**config.mk**
```make
export PLATFORM = sky130hd
export DESIGN_NAME = game_ctrl_flat
export DESIGN_NICKNAME = d
export VERILOG_FILES = /design/src/rtl/game_pkg.sv /design/src/rtl/game_if.sv /design/src/rtl/bcd_counter4.sv /design/src/rtl/game_ctrl.sv /design/src/flat_wrapper.sv
export SDC_FILE = /design/constraint.sdc
export NUM_CORES = 1
export LEC_CHECK = 0
export ABC_AREA = 1
export CORE_UTILIZATION = 55
export DETAILED_ROUTE_END_ITERATION = 8
export HOLD_SLACK_MARGIN = 0.02
export PLACE_DENSITY = 0.92
export SLEW_MARGIN = 15
export SYNTH_ARGS = -nofsm -noshare
export SYNTH_HDL_FRONTEND = slang
export SYNTH_HIERARCHICAL = 1
export SYNTH_SLANG_ARGS = --single-unit
```
**constraint.sdc**
```tcl
create_clock -name frame_clk -period 2.96 [get_ports frame_clk]
set_input_delay 0.592 -clock frame_clk [delete_from_list [all_inputs] [get_ports frame_clk]]
set_output_delay 0.592 -clock frame_clk [all_outputs]
set_load 0.02 [all_outputs]
```
**src/rtl/game_pkg.sv**
```systemverilog
// Shared types and constants for the frame-rate game sequencer.
package game_pkg;

    typedef enum logic [1:0] {
        IDLE  = 2'd0,
        PLAY  = 2'd1,
        DYING = 2'd2,
        OVER  = 2'd3
    } game_state_t;

    localparam logic [7:0]  KEY_ENTER = 8'h28;
    localparam logic [7:0]  KEY_SPACE = 8'h2c;
    localparam int          NUM_LANES = 5;
    // Right-shifting Galois form of x^16 + x^14 + x^13 + x^11 + 1.
    localparam logic [15:0] LFSR_TAPS = 16'hB400;

    function automatic logic [2:0] lane_of(input logic [15:0] lfsr);
        logic [2:0] raw;
        raw = lfsr[2:0];
        return (raw >= 3'(NUM_LANES)) ? raw - 3'(NUM_LANES) : raw;
    endfunction

endpackage

```
**src/rtl/game_if.sv**
```systemverilog
// Bundle between the game sequencer and its input sources / motion and overlay blocks.
interface game_if;
    import game_pkg::*;

    logic [7:0]  keycode;
    logic        hit_stone;
    logic        hit_coin;
    logic        stone_done;
    game_state_t state;
    logic        game_begin;
    logic        game_over;
    logic        spawn_stone;
    logic [2:0]  spawn_slot;
    logic [3:0]  fall_speed;
    logic [2:0]  level;
    logic [15:0] score;
    logic [15:0] high_score;

    // Sequencer side.
    modport master (
        input  keycode, hit_stone, hit_coin, stone_done,
        output state, game_begin, game_over, spawn_stone, spawn_slot,
               fall_speed, level, score, high_score
    );

    // Keyboard, collision and display side.
    modport slave (
        output keycode, hit_stone, hit_coin, stone_done,
        input  state, game_begin, game_over, spawn_stone, spawn_slot,
               fall_speed, level, score, high_score
    );

endinterface

```
**src/rtl/bcd_counter4.sv**
```systemverilog
// Four-digit BCD counter: synchronous clear wins over increment, holds at 9999.
module bcd_counter4 (
    input  logic        frame_clk,
    input  logic        Reset,
    input  logic        clr,
    input  logic        inc,
    output logic [15:0] count
);

    logic [15:0] count_inc;
    logic        carry;

    always_comb begin
        // NOTE: every variable gets a value before any branch, so no latch can be inferred.
        count_inc = count;
        carry     = 1'b1;
        for (int i = 0; i < 4; i++) begin
            if (carry) begin
                if (count[4*i +: 4] == 4'd9) begin
                    count_inc[4*i +: 4] = 4'd0;
                end else begin
                    count_inc[4*i +: 4] = count[4*i +: 4] + 4'd1;
                    carry               = 1'b0;
                end
            end
        end
    end

    always_ff @(posedge frame_clk or posedge Reset) begin
        // NOTE: registers use non-blocking assignments so every flop samples pre-edge values.
        if (Reset) begin
            count <= 16'h0000;
        end else if (clr) begin
            count <= 16'h0000;
        end else if (inc && (count != 16'h9999)) begin
            count <= count_inc;
        end
    end

endmodule

```
**src/rtl/game_ctrl.sv**
```systemverilog
// Game sequencer: state machine, key/edge decode, stone respawn lanes, score and level.
module game_ctrl
    import game_pkg::*;
#(
    parameter int          LEVEL_STEP  = 5,
    parameter int          MAX_LEVEL   = 7,
    parameter int          BASE_SPEED  = 2,
    parameter int          HOLD_FRAMES = 60,
    parameter logic [15:0] LFSR_SEED   = 16'hACE1
) (
    input logic frame_clk,
    input logic Reset,
    game_if.master bus
);

    localparam int HOLD_W = $clog2(HOLD_FRAMES + 1);
    localparam int STEP_W = $clog2(LEVEL_STEP + 1);

    game_state_t       state_q, state_d;
    logic [7:0]        key_prev;
    logic              coin_prev, done_prev;
    logic              enter_ev, space_ev, coin_ev, done_ev;
    logic [HOLD_W-1:0] hold_q;
    logic [STEP_W-1:0] step_q;
    logic [2:0]        level_q;
    logic [15:0]       score_q, high_q, lfsr_q;
    logic              spawn_q;
    logic [2:0]        slot_q;
    logic              hold_done;
    logic              begin_o, over_o;
    logic              score_clr, score_inc, spawn_req;

    assign enter_ev  = (bus.keycode == KEY_ENTER) && (key_prev != KEY_ENTER);
    assign space_ev  = (bus.keycode == KEY_SPACE) && (key_prev != KEY_SPACE);
    assign coin_ev   = bus.hit_coin && !coin_prev;
    assign done_ev   = bus.stone_done && !done_prev;
    assign hold_done = (hold_q == '0);

    always_ff @(posedge frame_clk or posedge Reset) begin
        if (Reset) state_q <= IDLE;
        else       state_q <= state_d;
    end

    always_comb begin
        state_d = state_q;
        case (state_q)
            IDLE:    if (enter_ev)      state_d = PLAY;
            PLAY:    if (bus.hit_stone) state_d = DYING;
            DYING:   if (hold_done)     state_d = OVER;
            OVER:    if (space_ev)      state_d = IDLE;
            default:                    state_d = IDLE;
        endcase
    end

    // A collision in PLAY swallows any coin or stone_done edge of the same frame.
    always_comb begin
        begin_o   = 1'b0;
        over_o    = 1'b0;
        score_clr = 1'b0;
        score_inc = 1'b0;
        spawn_req = 1'b0;
        case (state_q)
            IDLE: begin
                score_clr = enter_ev;
                spawn_req = enter_ev;
            end
            PLAY: begin
                begin_o   = 1'b1;
                score_inc = coin_ev && !bus.hit_stone;
                spawn_req = done_ev && !bus.hit_stone;
            end
            DYING, OVER: over_o = 1'b1;
            default: ;
        endcase
    end

    always_ff @(posedge frame_clk or posedge Reset) begin
        if (Reset) begin
            key_prev  <= 8'h00;
            coin_prev <= 1'b0;
            done_prev <= 1'b0;
            lfsr_q    <= LFSR_SEED;
            spawn_q   <= 1'b0;
            slot_q    <= 3'd0;
            hold_q    <= '0;
            step_q    <= '0;
            level_q   <= 3'd0;
            high_q    <= 16'h0000;
        end else begin
            key_prev  <= bus.keycode;
            coin_prev <= bus.hit_coin;
            done_prev <= bus.stone_done;
            lfsr_q    <= {1'b0, lfsr_q[15:1]} ^ (lfsr_q[0] ? LFSR_TAPS : 16'h0000);
            spawn_q   <= spawn_req;
            if (spawn_req) slot_q <= lane_of(lfsr_q);

            if (state_q == PLAY && bus.hit_stone) begin
                hold_q <= HOLD_W'(HOLD_FRAMES - 1);
            end else if (state_q == DYING && !hold_done) begin
                hold_q <= hold_q - 1'b1;
            end

            // The in-level counter keeps wrapping after the level saturates.
            if (score_clr) begin
                step_q  <= '0;
                level_q <= 3'd0;
            end else if (score_inc) begin
                if (step_q == STEP_W'(LEVEL_STEP - 1)) begin
                    step_q <= '0;
                    if (level_q != 3'(MAX_LEVEL)) level_q <= level_q + 3'd1;
                end else begin
                    step_q <= step_q + 1'b1;
                end
            end

            if (state_q == DYING && hold_done && score_q > high_q) high_q <= score_q;
        end
    end

    bcd_counter4 u_score (
        .frame_clk (frame_clk),
        .Reset     (Reset),
        .clr       (score_clr),
        .inc       (score_inc),
        .count     (score_q)
    );

    assign bus.state       = state_q;
    assign bus.game_begin  = begin_o;
    assign bus.game_over   = over_o;
    assign bus.spawn_stone = spawn_q;
    assign bus.spawn_slot  = slot_q;
    assign bus.level       = level_q;
    assign bus.fall_speed  = 4'(BASE_SPEED) + {1'b0, level_q};
    assign bus.score       = score_q;
    assign bus.high_score  = high_q;

endmodule

```
**src/flat_wrapper.sv**
```systemverilog
// flat-port wrapper written by rule: the top's interface ports become plain ports
module game_ctrl_flat import game_pkg::*;
#(
    parameter int          LEVEL_STEP  = 5,
    parameter int          MAX_LEVEL   = 7,
    parameter int          BASE_SPEED  = 2,
    parameter int          HOLD_FRAMES = 60,
    parameter logic [15:0] LFSR_SEED   = 16'hACE1
)
  (frame_clk, Reset, bus_keycode, bus_hit_stone, bus_hit_coin, bus_stone_done, bus_state, bus_game_begin, bus_game_over, bus_spawn_stone, bus_spawn_slot, bus_fall_speed, bus_level, bus_score, bus_high_score);
  game_if bus_i ();
  input logic frame_clk;
  input logic Reset;
  input wire logic [$bits(bus_i.keycode)-1:0] bus_keycode;
  input wire logic [$bits(bus_i.hit_stone)-1:0] bus_hit_stone;
  input wire logic [$bits(bus_i.hit_coin)-1:0] bus_hit_coin;
  input wire logic [$bits(bus_i.stone_done)-1:0] bus_stone_done;
  output wire logic [$bits(bus_i.state)-1:0] bus_state;
  output wire logic [$bits(bus_i.game_begin)-1:0] bus_game_begin;
  output wire logic [$bits(bus_i.game_over)-1:0] bus_game_over;
  output wire logic [$bits(bus_i.spawn_stone)-1:0] bus_spawn_stone;
  output wire logic [$bits(bus_i.spawn_slot)-1:0] bus_spawn_slot;
  output wire logic [$bits(bus_i.fall_speed)-1:0] bus_fall_speed;
  output wire logic [$bits(bus_i.level)-1:0] bus_level;
  output wire logic [$bits(bus_i.score)-1:0] bus_score;
  output wire logic [$bits(bus_i.high_score)-1:0] bus_high_score;
  assign bus_i.keycode = bus_keycode;
  assign bus_i.hit_stone = bus_hit_stone;
  assign bus_i.hit_coin = bus_hit_coin;
  assign bus_i.stone_done = bus_stone_done;
  assign bus_state = bus_i.state;
  assign bus_game_begin = bus_i.game_begin;
  assign bus_game_over = bus_i.game_over;
  assign bus_spawn_stone = bus_i.spawn_stone;
  assign bus_spawn_slot = bus_i.spawn_slot;
  assign bus_fall_speed = bus_i.fall_speed;
  assign bus_level = bus_i.level;
  assign bus_score = bus_i.score;
  assign bus_high_score = bus_i.high_score;
  game_ctrl #(.LEVEL_STEP(LEVEL_STEP), .MAX_LEVEL(MAX_LEVEL), .BASE_SPEED(BASE_SPEED), .HOLD_FRAMES(HOLD_FRAMES), .LFSR_SEED(LFSR_SEED)) u_core (.frame_clk(frame_clk), .Reset(Reset), .bus(bus_i));
endmodule
```
---- Word-level counts from Yosys, hierarchy flattened ----
Index checks and enable logic that the tools add are counted.
word-level totals
  bits in registers ....................... 76
  input bits .............................. 13
  output and inout port bits .............. 47
  word-level logic and storage cells ...... 111
operators by class
  add/sub/neg operators ................... 9
  $lt $le $gt $ge ......................... 2
  eq/ne operators ......................... 18
  muxes and demuxes ....................... 35
  bitwise operators ....................... 1
  reduce and logical (&&, ||, !) cells .... 31
operator list
  kind                    number
  $mux W16                3
  $mux W4                 7
  $mux W3                 8
  $add A4 B1 Y4 const B   4
  $eq A4 B4 Y1 const B    4
  $eq A8 B6 Y1 const B    2
  $gt A16 B16 Y1          1
  $ne A16 B16 Y1 const B  1
  $ne A8 B6 Y1 const B    2
  $reduce_bool A2 Y1      8
  $xor A15 B16 Y16        1
  $mux W6                 2
  $logic_and A1 B1 Y1     11
  $mux W1                 9
  $mux W2                 4
  $pmux W2 S4             1
  $add A3 B1 Y3 const B   2
  $logic_not A6 Y1        1
  $ne A2 B1 Y1 const B    3
  $reduce_and A2 Y1       3
  $sub A6 B1 Y6 const B   1
  $add A2 B3 Y4 const A   1
  $eq A2 B2 Y1 const B    2
  $logic_not A1 Y1        4
  other kinds (11)        11

---- Longest topological paths before layout ----
  depth in word-level cells ............... 7
  gate-level depth with buffers ........... 15
  gate-level depth less buffers ........... 14

---- By module ----
Netlist, hierarchy kept.
by module, submodules not included
  module        instances  cells each  area each (µm²)  sequential area each (µm²)
  game_ctrl     1          339         3089.2           1511.4
  bcd_counter4  1          132         1026.0           400.4

---- Worst setup path before layout ----
No wires, ideal clock.
  path type ............................... input to register
  from .................................... input port bus_keycode[7]
  to ...................................... register u_core.u_score.count[4]
  data arrival time ....................... 1.920 ns
  required time ........................... 2.842 ns
  path slack .............................. 0.921 ns
  stages on the path ...................... 11
  path buffers ............................ 1
  cell sequence ........................... nor3b_1 > nand3_1 > nor3_1 > nand3_1 > inv_1 > inv_1 > buf_2 > nand2_1 > nand2_1 > nand2_1 > nand2_1
between the ends
  cells in the longest elaborated chain, start to end .. 5
  elaborated cells on any way between the ends .. 7
  classes of those cells .................. eq/ne (1); mux (2); reduce/logical (4)
RTL lines
  element                       RTL line            RTL
  start: declaration            flat_wrapper.sv:14  input wire logic [$bits(bus_i.keycode)-1:0] bus_keycode;
  $eq A8 B6 Y1 *                game_ctrl.sv:33     assign enter_ev = (bus.keycode == KEY_ENTER) && (key_prev != KEY_ENTER);
  $logic_and A1 B1 Y1 *         game_ctrl.sv:33
  $mux W1 *                     game_ctrl.sv:62     case (state_q)
  net u_core.score_clr          game_ctrl.sv:31     logic score_clr, score_inc, spawn_req;
  $reduce_bool A2 Y1 (no line)  --
  $reduce_and A2 Y1 (no line)   --
  end signal: assignment        bcd_counter4.sv:36  count <= count_inc;
  end: declaration              bcd_counter4.sv:7   output logic [15:0] count
Mark *: on every way through the listed nets, which the timed path passes. The rest lies on a longest branch.
A chain may end at the register's enable or synchronous reset.

---- Final worst setup path ----
  from .................................... register u_core.state_q[0] (netlist: u_core/bus.state[0])
  to ...................................... output port bus_game_over
between the ends
  cells in the longest elaborated chain, start to end .. 3
  elaborated cells on any way between the ends .. 4
  classes of those cells .................. eq/ne (2); mux (1); reduce/logical (1)
RTL lines
  element                   RTL line            RTL
  start: declaration        game_ctrl.sv:19     game_state_t state_q, state_d;
  start signal: assignment  game_ctrl.sv:41     else state_q <= state_d;
  $eq A2 B2 Y1              game_ctrl.sv:62
  $reduce_or A2 Y1 *        game_ctrl.sv:62
  $mux W1 *                 game_ctrl.sv:62
  end: declaration          flat_wrapper.sv:20  output wire logic [$bits(bus_i.game_over)-1:0] bus_game_over;
Mark *: on every way between the ends. The rest lies on a longest branch, timed or not.

==> run summary <==
Share of power burned in registers: 0.404
Seq/Total Area, Yosys: 0.465
Setup WS post-layout: 0.386 ns
Top post-synthesis cells by area: dfrtp_1 (41%), ha_1 (11%), nand2_1 (11%)
Number of placement rows: 31
Initial core utilization: 0.567
Final WL: 8690 um
Post-placement cell count: 625
Hold Path Class: reg2reg
Combinational power share: 0.307
Crit end category: primary output
Power Density: 629 mW/mm^2
Hold-fix buffers at CTS: 0
Worst Skew: 0.00878 ns
Core Util, Final: 0.694
CP peak stage delay: 0.55 ns
Setup TNS: 0 ns
Clk pwr share: 0.289
Cell count after synthesis: 471
Via/cell ratio: 5.22
Int Pwr: 0.00202 W
Cell Chain, Critical Path: inv_1 > ha_1 > or2_2 > clkdlybuf4s50_1
DP Wirelength: 6130 um
Reg2reg start: u_core/bus.state[1]$_DFFE_PP0P_
Slew Limit Fails: 0
Post-Syn Area per Cell: 8.74 sq um
CTS buffer count: 9
Final Setup Violations: 0
PnR Total Power: 0.00316 W
CTS tree: yes
Worst reg2reg setup slack: 0.78 ns
Worst-skew pair later-pin latency: 0.36 ns
Sink Count: 76
Routed len/inst: 13.6 um
Place WS: 0.351 ns
Via count: 3344
Slowest cell on the critical path: clkdlybuf4s50_1
Antenna Nets Post-Route: 0
Boundary pin count: 60
Required time of the critical path: 2.37 ns
DR pass1 iterations: 6
Hold Crit Depth: 0
DRT iter0 DRCs: 239
Switching share of power: 0.361
Layout cells sized above 1: 0.109
CP max FO: 5
# DRC: 2
Fin crit share: 0.870
M1 GR Usage: 0.283
Die width: 88.5 um
Total congestion overflow: 0
Rel. slew slack: 0.561
Syn nets: 520
F_max: 388 MHz
Cell Count, Final, Fillers Out: 641
Top cell type's share of synthesized area: 0.413
CTS max path bufs: 2
Pin count of the biggest net entering global routing: 40
Final hold vios: 0
Busiest grt layer: met2
Clock transition at the registers of the reported paths: 0.09 ns
Core footprint: 0.00725 sq mm
Crit path to: bus_game_over
Failing checks: DRC
Antenna Cells: 0
Placer Congestion: 0.847
Min Tclk post-route: 2.57 ns
Critical path class: reg2out
Die H: 88.5 um
Initial antenna violation count: 0
Total leakage power: 2.62 nW
Clock root buffer master: clkbuf_8
CP arrival: 1.98 ns
CTS H-Tree Depth: 3
Vias in the first global route: 3342
Dominant cell type by area after synthesis: dfrtp_1
Area grow syn2layout: 22.3%
Port Buf Inserts: 59
Synth warn: 6
Max Cap Viol: 0
Post-cts resize count: 0
Critical Path Source Type: flop
Post-CTS Setup Bufs: 0
Gr usage total: 0.242
Peak supply drop: 0.539 mV
NumNets Final: 586
Met3 Use GR: 0.0513
Met2 Usage GRT: 0.435
Netlist cell types: 35
Status: complete, but fails checks
Full die area: 0.00783 sq mm
Post-Syn Area: 0.00412 sq mm
First-pass GRT wire length: 14400 um
RSZ-0062 raised after global routing: no
Worst setup path start: u_core/bus.state[0]$_DFFE_PP0P_
Sw power: 0.00114 W
FF-to-FF End: u_core/u_score/count[5]$_DFFE_PP0P_
#FFs+latches synth: 76
R2R depth: 10
Worst-Margin Slew: 0.657 ns
-- stage by stage --
stage	cell area [sq um]	hold slack [ns]
after CTS	5030	0.357
final	5030	0.357
after detailed placement	4800	0.337
after global routing	5030	0.353
after global placement	4800	0.333
after floorplan	4120	0.331
-- cells in the mapped netlist --
cell type,n
o21ai_0,15
or2_2,1
nor3_1,7
a21oi_1,11
a21boi_1,1
buf_8,1
buf_6,2
nand2_1,116
or2_4,1
nand3_1,44
dfstp_2,8
nor2_1,32
nand2_4,3
nor3b_1,2
a21o_1,1
o21a_1,1
nand3b_4,2
nor3_4,1
nand4_2,1
nor2_4,2
xor2_1,10
nor2_2,3
xnor2_1,3
inv_1,62
nand2_2,13
nand3_2,2
ha_1,36
inv_2,2
o21ai_1,5
nand4_1,7
a31oi_1,1
dfrtp_1,68
buf_2,2
nand3b_1,3
buf_4,2
-- kinds of logic (layout without fill, tap and decap cells) --
| logic type | count (synthesis) | after routing | synth area share |
|---|---|---|---|
| and+or+nand+nor | 240 | 240 | 0.280 |
| AOI/OAI and AO/OA | 35 | 35 | 0.0447 |
| DFF | 76 | 76 | 0.465 |
| buffers and inverters | 71 | 142 | 0.0736 |
| xor gates and xnor gates | 13 | 13 | 0.0277 |
| adders and majority gates | 36 | 36 | 0.109 |
-- power by group through the flow --
stage / Sequential, W / Clock (W) / Combinational (W)
after CTS: 0.00128 / 0.000926 / 0.000973
final: 0.00128 / 0.000914 / 0.000972
after global placement: 0.00130 / 0 / 0.000903
after global routing: 0.00130 / 0.000980 / 0.00109
after detailed placement: 0.00130 / 0 / 0.000950
after floorplan: 0.00133 / 0 / 0.000611
-- routing by layer --
metal  vias up  part of all wire
met5         -                 0
met4         0             0.016
met3        14             0.039
met2        94              0.53
met1      1598              0.41
li1       1638                 -
-- flip-flops by register name, indices dropped and copies added (netlist names) --
register and cells:
u_core/bus.high_score 16, u_core/lfsr_q 16, u_core/u_score/count 16, u_core/key_prev 8, u_core/hold_q 6, u_core/bus.level 3, u_core/bus.spawn_slot 3, u_core/step_q 3
u_core/bus.state 2, u_core/bus.spawn_stone 1, u_core/coin_prev 1, u_core/done_prev 1
-- cell usage in the layout, fill, tap and decap left out, types with 7 or more instances in the layout --
cell,netlist,layout
dfrtp_1,68,68
clkdlybuf4s50_1,0,59
a21oi_1,11,11
xor2_1,10,10
clkbuf_8,0,9
inv_1,62,61
nand4_1,7,7
nand3_1,44,44
dfstp_2,8,8
nand2_1,116,116
o21ai_0,15,15
ha_1,36,36
nand2_2,13,13
nor3_1,7,7
nor2_1,32,32
-- layout make-up --
class	count	area, sq um
repair buffers	62	626
flip-flops and latches	76	1910
inverters	64	240
clock buffers	9	124
well taps	99	124
fillers	550	2220
clock inverters	7	106
multi-input cells	324	1900
-- worst max-delay path, delay by kind of cell (launching register included) --
kind	cells	cell delay (ns)
buf+inv	2	0.65
fa+ha+maj	1	0.25
simple gates	1	0.30
flops	1	0.43
-- worst min-delay path by stage --
stage / slack, ns / to / startpoint
global route: 0.35 / u_core/lfsr_q[6]$_DFF_PP1_ / u_core/lfsr_q[7]$_DFF_PP1_
finish: 0.36 / u_core/lfsr_q[6]$_DFF_PP1_ / u_core/lfsr_q[7]$_DFF_PP1_
CTS: 0.36 / u_core/lfsr_q[6]$_DFF_PP1_ / u_core/lfsr_q[7]$_DFF_PP1_
global placement: 0.33 / u_core/lfsr_q[8]$_DFF_PP0_ / u_core/lfsr_q[9]$_DFF_PP0_
floorplan: 0.33 / u_core/lfsr_q[2]$_DFF_PP0_ / u_core/lfsr_q[3]$_DFF_PP0_
detailed placement: 0.34 / u_core/lfsr_q[3]$_DFF_PP0_ / u_core/lfsr_q[4]$_DFF_PP0_
Power figures use the tool's default switching activity.
